<file path="src/rtl/qos_pkg.sv">
// Shared types and widths for the QoS memory-port arbiter.
// Imported by the arbiter top and its winner-selection block.
package qos_pkg;

  localparam int N_REQ  = 4;
  localparam int PRIO_W = 2;
  localparam int CRED_W = 8;
  localparam int WAIT_W = 6;
  localparam int IDX_W  = 2;

  typedef enum logic [1:0] {
    S_IDLE   = 2'd0,
    S_REFILL = 2'd1,
    S_ISSUE  = 2'd2,
    S_WAIT   = 2'd3
  } state_e;

  typedef logic [N_REQ-1:0][CRED_W-1:0] cred_vec_t;
  typedef logic [N_REQ-1:0][WAIT_W-1:0] wait_vec_t;

  function automatic logic [WAIT_W-1:0] wait_inc(
    input logic [WAIT_W-1:0] w
  );
    return (&w) ? w : w + 1'b1;
  endfunction

  function automatic logic [CRED_W-1:0] cred_dec(
    input logic [CRED_W-1:0] c
  );
    return (|c) ? c - 1'b1 : c;
  endfunction

endpackage

</file>
<file path="src/rtl/qos_pick.sv">
// Winner selection: highest priority among candidates,
// ties resolved round-robin starting at rr_ptr_i.
module qos_pick
  import qos_pkg::*;
(
  input  logic [N_REQ-1:0]        cand_i,
  input  logic [N_REQ*PRIO_W-1:0] prio_i,
  input  logic [IDX_W-1:0]        rr_ptr_i,
  output logic                    any_o,
  output logic [N_REQ-1:0]        gnt_o,
  output logic [IDX_W-1:0]        idx_o
);

  logic [PRIO_W-1:0] top_prio;
  logic [IDX_W-1:0]  j;

  always_comb begin
    top_prio = '0;
    for (int i = 0; i < N_REQ; i++) begin
      if (cand_i[i] &&
          prio_i[i*PRIO_W +: PRIO_W] > top_prio) begin
        top_prio = prio_i[i*PRIO_W +: PRIO_W];
      end
    end
  end

  always_comb begin
    any_o = 1'b0;
    idx_o = '0;
    j     = '0;
    for (int k = 0; k < N_REQ; k++) begin
      j = rr_ptr_i + IDX_W'(k);
      if (!any_o && cand_i[j] &&
          prio_i[j*PRIO_W +: PRIO_W] == top_prio) begin
        any_o = 1'b1;
        idx_o = j;
      end
    end
    gnt_o = any_o ? (N_REQ'(1) << idx_o) : '0;
  end

endmodule

</file>
<file path="src/rtl/qos_arbiter.sv">
// Credit/priority/age arbiter for one shared memory port,
// one outstanding transaction at a time.
module qos_arbiter #(
  parameter int N_REQ     = 4,
  parameter int AGE_LIMIT = 63
) (
  input  logic                              sys_clk,
  input  logic                              sys_rst,
  input  logic [N_REQ-1:0]                  req_valid,
  output logic [N_REQ-1:0]                  req_ready,
  input  logic [qos_pkg::PRIO_W*N_REQ-1:0]  req_prio,
  input  logic [qos_pkg::CRED_W*N_REQ-1:0]  cfg_weight,
  output logic                              mem_valid,
  input  logic                              mem_ready,
  output logic [qos_pkg::IDX_W-1:0]         mem_sel,
  input  logic                              mem_done,
  output logic [N_REQ-1:0]                  grant,
  output logic                              busy
);
  import qos_pkg::*;

  localparam logic [WAIT_W-1:0] AGE_LIM = WAIT_W'(AGE_LIMIT);

  state_e state_q, state_d;

  logic [N_REQ-1:0] grant_q, grant_d;
  logic [IDX_W-1:0] sel_q, sel_d;
  logic [IDX_W-1:0] rr_q, rr_d;
  cred_vec_t        credit_q, credit_d;
  wait_vec_t        wait_q, wait_d;

  logic [N_REQ-1:0]        urgent;
  logic [N_REQ-1:0]        eligible;
  logic [N_REQ-1:0]        cand;
  logic [N_REQ*PRIO_W-1:0] pick_prio;
  logic                    pick_any;
  logic [N_REQ-1:0]        pick_gnt;
  logic [IDX_W-1:0]        pick_idx;
  logic                    issue_fire;
  logic                    done_fire;
  logic                    do_pick;

  always_comb begin
    urgent   = '0;
    eligible = '0;
    for (int i = 0; i < N_REQ; i++) begin
      urgent[i]   = req_valid[i] && (wait_q[i] >= AGE_LIM);
      eligible[i] = req_valid[i] && (|credit_q[i]);
    end
  end

  // Aged requesters preempt everything and ignore priority.
  assign cand      = (|urgent) ? urgent : eligible;
  assign pick_prio = (|urgent) ? '0 : req_prio;

  qos_pick u_pick (
    .cand_i   (cand),
    .prio_i   (pick_prio),
    .rr_ptr_i (rr_q),
    .any_o    (pick_any),
    .gnt_o    (pick_gnt),
    .idx_o    (pick_idx)
  );

  assign issue_fire = (state_q == S_ISSUE) && mem_ready;
  assign done_fire  = (state_q == S_WAIT) && mem_done;
  assign do_pick    = (state_q == S_IDLE) && pick_any;

  always_ff @(posedge sys_clk) begin
    if (sys_rst) begin
      state_q <= S_IDLE;
    end else begin
      state_q <= state_d;
    end
  end

  always_comb begin
    state_d = state_q;
    unique case (state_q)
      S_IDLE: begin
        if (pick_any) begin
          state_d = S_ISSUE;
        end else if (|req_valid) begin
          state_d = S_REFILL;
        end
      end
      S_REFILL: state_d = S_IDLE;
      S_ISSUE: begin
        if (mem_ready) begin
          state_d = S_WAIT;
        end
      end
      S_WAIT: begin
        if (mem_done) begin
          state_d = S_IDLE;
        end
      end
      default: state_d = S_IDLE;
    endcase
  end

  always_comb begin
    mem_valid = (state_q == S_ISSUE);
    req_ready = issue_fire ? grant_q : '0;
    busy      = (state_q != S_IDLE);
    grant     = grant_q;
    mem_sel   = sel_q;
  end

  always_comb begin
    grant_d  = grant_q;
    sel_d    = sel_q;
    rr_d     = rr_q;
    credit_d = credit_q;
    wait_d   = wait_q;
    for (int i = 0; i < N_REQ; i++) begin
      if (req_valid[i] && !grant_q[i]) begin
        wait_d[i] = wait_inc(wait_q[i]);
      end
    end
    if (do_pick) begin
      grant_d = pick_gnt;
      sel_d   = pick_idx;
    end
    if (state_q == S_REFILL) begin
      credit_d = cfg_weight;
    end
    if (done_fire) begin
      credit_d[sel_q] = cred_dec(credit_q[sel_q]);
      wait_d[sel_q]   = '0;
      rr_d            = sel_q + 1'b1;
      grant_d         = '0;
    end
  end

  always_ff @(posedge sys_clk) begin
    if (sys_rst) begin
      grant_q  <= '0;
      sel_q    <= '0;
      rr_q     <= '0;
      wait_q   <= '0;
      credit_q <= cfg_weight;
    end else begin
      grant_q  <= grant_d;
      sel_q    <= sel_d;
      rr_q     <= rr_d;
      wait_q   <= wait_d;
      credit_q <= credit_d;
    end
  end

endmodule

</file>
<file path="config.mk">
export PLATFORM = sky130hd
export DESIGN_NAME = qos_arbiter
export DESIGN_NICKNAME = d
export VERILOG_FILES = /design/src/rtl/qos_pkg.sv /design/src/rtl/qos_pick.sv /design/src/rtl/qos_arbiter.sv
export SDC_FILE = /design/constraint.sdc
export NUM_CORES = 1
export LEC_CHECK = 0
export ABC_AREA = 1
export CAP_MARGIN = 25
export CORE_UTILIZATION = 57
export DETAILED_ROUTE_END_ITERATION = 7
export PLACE_DENSITY = 0.92
export SLEW_MARGIN = 0
export SYNTH_ARGS = -nofsm -noshare
export SYNTH_HDL_FRONTEND = slang
export SYNTH_HIERARCHICAL = 1
export SYNTH_SLANG_ARGS = --single-unit
</file>
<file path="constraint.sdc">
create_clock -name sys_clk -period 6.35 [get_ports sys_clk]
set_input_delay 0.9525 -clock sys_clk [delete_from_list [all_inputs] [get_ports sys_clk]]
set_output_delay 0.9525 -clock sys_clk [all_outputs]
set_load 0.02 [all_outputs]
</file>
==> impl_metrics.yaml <==
die:
  dieArea_um2: 8990
  rows: 33
  dieHeight_um: 94.8
  initial_core_util: 0.594
  die_w_um: 94.8
  io-pin-count: 60
  core_area_um2: 8260
global_route:
  grt_pass1_vias: 4920
  antenna_found_initial: 0
  track_usage: 0.318
  grt_max_degree: 56
  grt_pass1_wl_um: 22200
  grt_overflow: 0
setup_path:
  cp_max_fo: 12
  max_stage_delay_ns: 0.49
  r2r-start: "wait_q[1]"
  arrival_ns: 6.02
  crit_required_ns: 6.59
  start_kind: "primary input"
  reg2reg_depth: 38
  crit_path_start: "req_valid[2]"
  critPathMostFrequentCell: "nand2_1"
  end_kind: "register"
  reg2reg_setup_slack_ns: 0.82
  crit_end: "grant[0]"
  critPathKind: "in2reg"
  crit_slowest_cell: "clkdlybuf4s50_1"
  worstReg2RegEnd: "grant[0]"
synth:
  synth_compound_gate_area_share: 0.186
  synth_area_per_cell_um2: 6.24
  synth-seq-cells: 66
  synth-xor-area-share: 0.0301
  synthAdderAreaFrac: 0.0408
  netlist.area_leader.share: 0.269
  synth_top_cells_by_area: "dfxtp_1 27%, nand2_1 16%, inv_1 8.3%, o21ai_0 6.7%, nand3_1 5.7%"
  synthMuxAreaShare: 0
  synth-warning-count: 6
  ys_types: 45
  synth_cells: 787
  ys_seq_area_frac: 0.269
  synth-async-reset-ratio: 0
  synth_flop_cell: "dfxtp_1"
  syn-num-nets: 851
  yosys.area_share.simple: 0.357
  synth_top_family_by_area: "simple AND/OR/NAND/NOR gates"
  synth_top_cell_by_area: "dfxtp_1"
  synth_area_um2: 4910
  synth_enable_flop_cells: 0
timing:
  max_freq_ghz: 0.173
  fin_crit_sh: 0.909
  setup_ws_ns: 0.578
  whs_ns: 0.478
  rsz0062_at_grt: "false"
  slew_headroom: 0.406
  slew_viol_final: 0
  finalCriticalPeriod_ns: 5.77
  clock_skew_ns: 0.0112
  setup_viol: 0
  hold_violations: 0
  tightest_slew_ns: 0.890
  tns_ns: 0
cts:
  cts-root-buf: "clkbuf_8"
  clk_latency_ns: 0.36
  cts_made_buffers: 9
  clk_path_buf_depth: 2
  postCtsHoldBufs: 0
  htreeDepth: 3
  cts_tree: "done"
  clkSinkCount: 66
  clkTransAtPathRegs_ns: 0.07
  cts_resized: 0
  post_cts_buffers: 0
cells_and_area:
  nFillCells: 699
  seqCellArea_um2: 1320
  diodes: 0
  multi_input_area_um2: 3030
  final_common_cell: "nand2_1"
  drive_gt1_frac: 0.0851
  final_cell_mix: "204 x nand2_1, 106 x inv_1, 69 x nor2_1"
  nNetsFinal: 905
  syn_to_final_growth_pct: 18.4
drt:
  drtIter0Drc: 394
  drt_first_pass_iters: 7
  via_per_inst: 5.70
  drc_errors: 0
  wire_per_inst_um: 14.8
  drt-total-wl_um: 14100
  vias: 5418
  antenna_left: 0
power_and_ir_drop:
  intPower_uw: 1160
  p_sw_uw: 951
  powerDensity_nw_per_um2: 364
  combPwrFrac: 0.485
  leakagePower_uw: 0.00269
  ir_drop_v: 0.000226
  seqPwrFrac: 0.285
  power_frac_clock: 0.229
  power_switching_share: 0.450
hold_path:
  hp-class: "reg2reg"
  hp-start: "wait_q[16]"
place:
  place.gp.congestion: 0.931
  place_ws_ns: 0.0632
  hpwl_um: 10600
  io_buffers: 59
flow_run:
  maxCapViolations: 0
run_status:
  status: "completed"
power by group through the flow:
stage / clock network, uW / registers [uW] / logic (uW)
floorplan: 0 / 579 / 756
global placement: 0 / 602 / 944
detailed placement: 0 / 608 / 981
CTS: 485 / 599 / 995
global route: 500 / 613 / 1140
finish: 485 / 604 / 1030
synthesized netlist by cell type, types with 2 or more instances:
| cell type | number |
|---|---|
| xnor2_1 | 4 |
| a22oi_1 | 20 |
| nand2_1 | 204 |
| nand3_1 | 56 |
| o31ai_1 | 5 |
| or2_2 | 3 |
| a221oi_1 | 2 |
| inv_2 | 9 |
| nand4_1 | 10 |
| dfxtp_1 | 66 |
| nor3_1 | 7 |
| nor2_4 | 3 |
| nor2_1 | 70 |
| nand3b_1 | 6 |
| buf_6 | 6 |
| o21ai_2 | 2 |
| xor2_1 | 11 |
| a31oi_1 | 3 |
| ha_1 | 16 |
| inv_1 | 108 |
| o21ai_1 | 19 |
| nand3_2 | 6 |
| a211oi_1 | 2 |
| o21ai_0 | 66 |
| nand2_2 | 12 |
| clkbuf_1 | 7 |
| buf_2 | 4 |
| nor2_2 | 6 |
| a21oi_1 | 34 |
| nor4_1 | 5 |
per-layer routing:
layer  global-route usage  wire length, um  vias up  part of all wire
met2                0.520             6480      270              0.46
li1                     -                -     2677                 -
met3               0.0612             1220       44             0.087
met5                    0                0        -                 0
met1                0.408             5940     2427              0.42
met4                0.135              431        0             0.031
flip-flops by register name (all words and copies together) (netlist names):
register / count
credit_q: 32
wait_q: 24
grant: 4
mem_sel: 2
rr_q: 2
state_q: 2
worst min path at each step:
stage	end	slack, ns	cells after the start
after floorplan	wait_q[4]	0.43	1
after global placement	wait_q[4]	0.45	1
after detailed placement	wait_q[4]	0.46	1
after CTS	wait_q[16]	0.48	2
after global routing	wait_q[16]	0.50	2
final	wait_q[16]	0.48	2
kinds of logic after synthesis:
family          count (synthesis)
fa+ha+maj                      16
xor+xnor                       16
simple gates                  392
flops                          66
compound gates                159
buf+inv                       138
metrics by stage:
stage	power (uW)	cell area, um^2	util	std cells
after floorplan	1330	4910	-	787
after global placement	1550	5530	0.669	935
after detailed placement	1590	5530	0.669	935
after CTS	2080	5790	0.702	951
after global routing	2250	5810	0.704	951
final	2120	5810	0.704	951
layout make-up:
type                            count  area share
Clock buffer                       10      0.0220
Clock inverter                      6      0.0237
Inverter                          119      0.0773
Multi-Input combinational cell    583       0.522
Sequential cell                    66       0.227
Tap cell                          105      0.0226
Timing Repair Buffer               62       0.106
worst max-delay path: cells and delay by family:
family,cells,cell delay [ns]
simple gates,21,2.37
buf+inv,8,1.36
compound gates,3,0.46
fa+ha+maj,3,0.87
Note: power is estimated with default switching activity, not from simulation.
